--- config.mk ---
export PLATFORM = sky130hd
export DESIGN_NAME = year_counter
export DESIGN_NICKNAME = d
export VERILOG_FILES = /design/src/rtl/year_counter_pkg.sv /design/src/rtl/year_counter_btn_edge.sv /design/src/rtl/year_counter.sv
export SDC_FILE = /design/constraint.sdc
export NUM_CORES = 1
export LEC_CHECK = 0
export ABC_AREA = 1
export BUFFER_PORTS_ARGS = -buffer_cell sky130_fd_sc_hd__clkbuf_2
export CORE_MARGIN = 8
export CORE_UTILIZATION = 45
export DETAILED_ROUTE_END_ITERATION = 8
export PLACE_DENSITY = 0.78
export SYNTH_ARGS = -nofsm -noshare
export SYNTH_HDL_FRONTEND = slang
export SYNTH_SLANG_ARGS = --single-unit
--- constraint.sdc ---
create_clock -name sig_1Hz -period 1.35 [get_ports sig_1Hz]
set_input_delay 0.0675 -clock sig_1Hz [delete_from_list [all_inputs] [get_ports sig_1Hz]]
set_output_delay 0.0675 -clock sig_1Hz [all_outputs]
set_load 0.02 [all_outputs]
--- src/rtl/year_counter_pkg.sv ---
// Shared calendar definitions: year field width, default wrap value and the
// leap-year rule used by the year and day stages.
package year_counter_pkg;

  localparam int unsigned YEAR_W = 7;

  // Default last year value before the counter wraps back to 0.
  localparam logic [YEAR_W-1:0] YEAR_MAX_DEF = 7'd99;

  // Leap-year rule for a 100-year century window.
  // Year 0 of a century is a leap year only when the century is divisible by 4.
  // Every other year is a leap year when it is divisible by 4.
  // Divisibility by 4 needs only the two low bits of each operand.
  function automatic logic is_leap(input logic [YEAR_W-1:0] cen,
                                   input logic [YEAR_W-1:0] year);
    logic leap;
    if (year != '0) leap = (year[1:0] == 2'b00);
    else            leap = (cen[1:0]  == 2'b00);
    return leap;
  endfunction

endpackage

--- src/rtl/year_counter_btn_edge.sv ---
// Button rising-edge detector. It registers the button level once per tick.
// The month, day, year and century buttons all share this block.
// The register clears to 0 on reset, so a button that is already held when
// reset is released counts as a press on the first tick.
module btn_edge (
  input  logic clk_i,
  input  logic rst_i,
  input  logic btn_i,
  output logic rise_o
);

  logic btn_q;

  // Sample the button level every tick.
  always_ff @(posedge clk_i or posedge rst_i) begin
    if (rst_i) btn_q <= 1'b0;
    else       btn_q <= btn_i;
  end

  assign rise_o = btn_i & ~btn_q;

endmodule

--- src/rtl/year_counter.sv ---
// Year-of-century counter (0..YEAR_MAX). It advances on the month-stage
// end_year carry or on a button press. It produces a registered end_century
// carry for the century stage and a combinational leap-year flag.
module year_counter
  import year_counter_pkg::*;
#(
  parameter logic [YEAR_W-1:0] YEAR_MAX   = YEAR_MAX_DEF,
  parameter logic [YEAR_W-1:0] RESET_YEAR = '0
) (
  input  logic              sig_1Hz,
  input  logic              reset,
  input  logic              yr_b,
  input  logic              end_year,
  input  logic              set_en,
  input  logic [YEAR_W-1:0] set_val,
  input  logic [YEAR_W-1:0] cen_i,
  output logic [YEAR_W-1:0] year_o,
  output logic              end_century,
  output logic              leap_o
);

  logic [YEAR_W-1:0] year_q, year_d;
  logic              ecen_q, ecen_d;
  logic              btn_rise;
  logic              inc;
  logic              at_max;

  btn_edge u_btn (
    .clk_i  (sig_1Hz),
    .rst_i  (reset),
    .btn_i  (yr_b),
    .rise_o (btn_rise)
  );

  // When end_year and a button press arrive together, they count as one increment.
  assign inc    = end_year | btn_rise;
  assign at_max = (year_q == YEAR_MAX);

  // Next-state logic. A load has the highest priority. An out-of-range load
  // value is ignored. Only an end_year wrap produces a carry; a wrap caused
  // by the button alone does not.
  always_comb begin
    year_d = year_q;
    ecen_d = 1'b0;
    if (set_en) begin
      if (set_val <= YEAR_MAX) year_d = set_val;
    end else if (inc) begin
      year_d = at_max ? '0 : year_q + 7'd1;
      ecen_d = end_year & at_max;
    end
  end

  // Year and carry registers. An asynchronous reset clears the carry pulse at once.
  always_ff @(posedge sig_1Hz or posedge reset) begin
    if (reset) begin
      year_q <= RESET_YEAR;
      ecen_q <= 1'b0;
    end else begin
      year_q <= year_d;
      ecen_q <= ecen_d;
    end
  end

  assign year_o      = year_q;
  assign end_century = ecen_q;
  assign leap_o      = is_leap(cen_i, year_q);

endmodule

---- After elaboration in Yosys (flattened, before gate mapping) ----
Cells that the tools add are included.
word-level totals
  register bits after elaboration ......... 9
  memory bits (read-only) ................. 0
  word-level logic and storage cells ...... 23
  RAM bits ................................ 0
  latch bits .............................. 0
  memories ................................ 0
operators by class
  eq/ne operators ......................... 2
  multiplexer cells ....................... 7
  multiply operators ...................... 0
  magnitude comparators ................... 1
  add/subtract/negate cells ............... 1
  divide/modulo/power cells ............... 0
  bitwise operators ....................... 4
  reductions and logical operators ........ 5
  shift operators ......................... 0
operator list
  kind                 count
  $mux 7               4
  $add 7x1->7 const B  1
  $eq 7x7->1 const B   1
  $le 7x7->1 const B   1
  $reduce_bool 7->1    1
  $logic_not 2->1      2
  $mux 1               3
  $and 1x1->1          2
  $ne 2x1->1 const B   1
  $reduce_and 2->1     1
  $reduce_bool 2->1    1
  $not 1->1            1
  $or 1x1->1           1

---- Logic depth before layout (Yosys ltp) ----
  depth in word-level cells ............... 5
  mapped depth ............................ 8
  gate-level depth less buffers ........... 8

---- Modules after synthesis ----
From an unflattened synthesis, not the netlist that was laid out.
unflattened totals
  cell total of the unflattened synthesis .. 98
  area total of the unflattened synthesis .. 660.6 µm²
by module, submodules not included
  module        area each (µm²)  cells an instance  instances
  year_counter  621.8            94                 1
  btn_edge      38.8             4                  1

---- Least setup slack after synthesis ----
No wires, ideal clock.
  path kind ............................... reg2reg
  from .................................... register year_q[0], in the netlist year_o[0]
  to ...................................... register year_q[4], in the netlist year_o[4]
  data required time ...................... 1,233 ps
  path slack .............................. 36 ps
  path buffers ............................ 0
  arrival ................................. 1,197 ps
  period minus slack after synthesis ...... 1,314 ps
  stages on the path, launching flop included .. 9
  cell sequence ........................... dfrtp_1 > ha_1 > nand2_1 > inv_1 > nand3_1 > nand3_1 > o21ai_0 > nand2_1 > nand2_1
on the way
  cells in the longest elaborated chain, start to end .. 4
  elaborated cells on any way between the ends .. 5
RTL lines
  element                                    RTL line                                text
  start: declaration                         year_counter.sv:22                      logic [YEAR_W-1:0] year_q, year_d;
  start signal: assignment                   year_counter.sv:59                      year_q <= year_d;
  $add 7x1->7 or $eq 7x7->1 (tied branches)  year_counter.sv:48, year_counter.sv:37
  $mux 7 (*)                                 year_counter.sv:48                      year_d = at_max ? '0 : year_q + 7'd1;
  $mux 7 (*)                                 year_counter.sv:47                      end else if (inc) begin
  $mux 7 (*)                                 year_counter.sv:45                      if (set_en) begin
Every way passes the cells marked *; elsewhere a longest branch is shown, timed or not. The select of a mux whose other input is x is not followed.
A chain may end at the register's enable or synchronous reset.

---- Worst setup path after layout ----
  from .................................... register year_q[2], in the netlist year_o[2]
  to ...................................... output leap_o
on the way
  cells in the longest elaborated chain, start to end .. 2
RTL lines
  element            RTL line                text
  $reduce_bool 7->1  year_counter_pkg.sv:17  if (year != '0) leap = (year[1:0] == 2'b00);
  $mux 1             year_counter_pkg.sv:17
  end: declaration   year_counter.sv:19      output logic leap_o
Every way passes these cells.

==> results.md <==
Outcome:
- The flow ran to the end, and the final reports show no timing, DRC or antenna violations.

Synth:
- Sorting the synthesized cells by area gives the leading types as sky130_fd_sc_hd__dfrtp_1, sky130_fd_sc_hd__nand2_1, sky130_fd_sc_hd__inv_1, sky130_fd_sc_hd__nand3_1, sky130_fd_sc_hd__nor2_1.
- The compound-gate portion of the synthesized area was 0.109.
- In the synthesized netlist, the number of instances is 96.
- For this run, the register share of the synthesized area comes to 0.344.
- The most used flip-flop cell after synthesis is sky130_fd_sc_hd__dfrtp_1.
- The count of flip-flops with a built-in enable after synthesis is 0.
- The adder and majority cell fraction of the synthesized area is 0.0382.
- The largest total area in the synthesized netlist belongs to sky130_fd_sc_hd__dfrtp_1.
- The xor and xnor fraction of the mapped netlist area is 0.
- The distinct cell type count of the synthesized netlist is 18.
- The main combinational cell family by area after synthesis is simple AND/OR/NAND/NOR gates.
- The synthesized area divided by synthesized cell count is ~7 sq um.
- The Yosys step of the flow raised 0 warnings.
- The cell area after synthesis is roughly 660 sq um.
- Of all flip-flops after synthesis, the portion carrying an async set or reset was 1.00.
- The fraction of synthesized area in multiplexers is 0.
- The proportion of netlist area held by the largest area contributor is 0.344.
- In the synthesized netlist, the cells that appear most often are sky130_fd_sc_hd__nand2_1, sky130_fd_sc_hd__inv_1, sky130_fd_sc_hd__dfrtp_1, sky130_fd_sc_hd__nand3_1, sky130_fd_sc_hd__nor2_1.
- The number of nets handed over by synthesis was 117.
- Counting flops and latches in the post-synthesis netlist gives 9.
- Of the total synthesized cell area, the portion taken by AND, OR, NAND and NOR gates is 0.397.
- The cell with the most instances after synthesis is sky130_fd_sc_hd__nand2_1.

Global routing:
- The number of global-route vias before repair is between 600 and 700.
- The routing usage on met2 is 0.197.
- For this run, global-route usage on met1 was measured as 0.138.
- For this run, global-route usage on met3 was measured as 0.0523.
- The global-route total usage across every layer is 0.123.
- The number of antenna violations at the first check in global routing is 0.
- The global-route wire length before repair is ~2600 microns.
- The global-route layer with the greatest usage is met2.
- The total overflow left after global routing is 0.
- Entering global routing, the biggest net connects 11 pins.

Hold path:
- The worst hold path belongs to the class in -> reg.
- The hold-critical path depth is 3.

Worst setup path:
- The critical path in this run is classified as reg -> out.
- The sort of element at the start of the critical path is a register.
- Along the worst path, the maximum fanout reaches 6.
- The cell count of the worst reg-to-reg path is 7.
- For the worst setup path, the data required time is 1.28 ns.
- The highest cell delay on the worst timing path is about 0.46 ns.
- The worst setup path is captured at a primary output.
- The signal on the critical path passes through nor2_4, o21ai_0, o21a_1, buf_6.
- The slowest cell on the critical path is sky130_fd_sc_hd__dfrtp_2.
- Data arrives at the worst endpoint at ~1.3 ns.

Cells and area:
- The number of antenna diodes is 0.
- At the end of the flow the core is filled with cells to 0.645.
- Fill cells in the final layout number 116.
- For this run, the post-layout net count is 148.
- In the final layout, flip-flops and latches occupy about 230 sq um.
- The multi-input combinational cells in the finished layout cover a total of ~370 sq um.
- The area added between synthesis and finish is 31.3%.
- Of the cells placed in the final design, the portion with a size suffix greater than 1 is 0.397.

Drt:
- The wire length after detailed routing is 1640 microns.
- In the final routed layout, each cell accounts on average for around 12 microns.
- The starting DRC count in detailed routing is 7.
- After detailed routing, the number of remaining DRC violations is 0.
- For this block, the via count after detailed routing is 706.
- The pre-antenna-repair detailed-routing pass consisted of 4 iterations.
- The count of nets left with antenna violations once routing finished came out at 0.
- The via count normalized by instance count is about 5.

Floorplanning:
- The die covers approximately 2900 sq um.
- The I/O pin count is 28.
- The effective utilization at floorplan is 0.492.
- The total area inside the core boundary comes to about 1300 sq um.
- The total number of placement rows is 13.
- The die is approximately 54 microns tall.
- Measured along the x axis, the die boundary spans 54.2 microns.

Placed design:
- Buffers placed on the I/O ports in this run total 22.
- Detailed placement ended at an HPWL of ~1300 microns.
- The final weighted congestion in routability-driven placement is 0.876.

Timing:
- The final number of max-transition violations is 0.
- Setup repair after global routing could not meet its margin everywhere.
- The transition at the pin with the smallest max-transition slack is 0.352 ns.
- The normalized max-slew margin is 0.765.
- The shortest clock period the worst path allows after layout is 1.32 ns.
- The worst clock skew on the final layout is 0.000396 ns.
- The count of endpoints failing setup in the final report is 0.
- The final hold violation count is 0.
- The final critical-path share of the clock period is 0.975.
- Derived from the worst setup path, the maximum achievable clock frequency is roughly 760 MHz.

CTS:
- CTS built an H-tree with a depth of 1.
- The count of clock tree sinks is 9.
- The clock latency of the later-clocked register in the worst-skew pair is 0.26 ns.
- Buffers inserted during clock tree synthesis total 3.
- TritonCTS built the clock tree.
- The root cell of the clock tree is sky130_fd_sc_hd__clkbuf_4.
- The clock transition time at the flip-flop clock pins of the worst setup and hold paths is ~0.06 ns.
- The largest buffer count on any clock path is 2.

Power and ir drop:
- The areal power density over the cells is 1130 nW/um^2.
- In this run the static leakage power is between 0.4 and 0.5 nW.
- VDD sags by at most approximately 0.64 mV.
- The design draws roughly 970 uW.

Run:
- The number of maximum-capacitance violations is 0.
routing by layer:
metal | part of all wire | routed length, microns
met1 | 0.41 | 664
met2 | 0.51 | 838
met3 | 0.056 | 91
met4 | 0.025 | 41
met5 | 0 | 0
layout make-up:
class	instances	share of cell area
Clock buffer	4	0.0305
Inverter	16	0.0727
Multi-Input combinational cell	70	0.426
Sequential cell	9	0.265
Tap cell	15	0.0218
Timing Repair Buffer	27	0.185
report_power, final:
| group | leakage (nW) | internal (mW) | switching (mW) |
|---|---|---|---|
| clock | 0.0150 | 0.114 | 0.0954 |
| combinational | 0.368 | 0.161 | 0.240 |
| sequential | 0.108 | 0.311 | 0.0482 |
critical path: cells and delay by family (launching register included):
kind	cells	cell delay, ns
DFF	1	0.46
AOI/OAI and AO/OA	2	0.27
and+or+nand+nor	1	0.13
buffers and inverters	1	0.13
cells by family after synthesis:
kind of cell | count (synthesis)
AND/OR/NAND/NOR | 58
flip-flops | 9
AO/OA/AOI/OAI | 10
buffers and inverters | 17
adder cells (fa/ha/maj) | 2
path summary, 6_finish.rpt:
kind	startpoint	to	slack [ns]
setup / recovery	year_o[2]	leap_o	0.03
hold / removal	end_year	end_century	0.03
setup reg to reg	year_o[0]	year_o[1]	0.14
hold reg to reg	year_o[4]	year_o[4]	0.56
max in group asynchronous	reset	year_o[5]	0.77
min in group asynchronous	reset	u_btn.btn_q	0.30
per-stage QoR:
step | hold WS [ns] | setup slack (ns) | cells | TNS [ns] | area (sq um)
floorplan | -0.105 | 0.0361 | 96 | 0 | 656
global placement | 0.0320 | 0.159 | 135 | 0 | 796
detailed placement | 0.0338 | 0.158 | 135 | 0 | 796
CTS | 0.0259 | 0.000594 | 141 | 0 | 848
global route | 0.0466 | -0.0285 | 141 | -0.0285 | 861
finish | 0.0319 | 0.0343 | 141 | 0 | 861
flip-flops by register name (all words and copies together), names as in the netlist:
signal	cells
end_century	1
u_btn.btn_q	1
year_o	7
cells in the final DEF, fill, tap and decap left out, drive strengths merged:
cell,Yosys,final
nand3,10,10
ha,2,2
nand2,35,35
clkbuf,0,25
nor2,12,12
dlygate4sd3,0,2
o21a,1,1
inv,16,16
o21ai,7,7
dfrtp,9,9
a21oi,2,2
buf,1,4
nand4,1,1
what timing repair did:
| item | CTS | global route |
|---|---|---|
| hold endpoints to repair | 10 | 0 |
| endpoints found under the setup margin | 1 | 2 |
| buffers inserted | 0 | 0 |
| pin swaps | 0 | 0 |
| hold buffers | 2 | 0 |
| resized for setup | 3 | 8 |
Note: power is estimated with default switching activity, not from simulation.
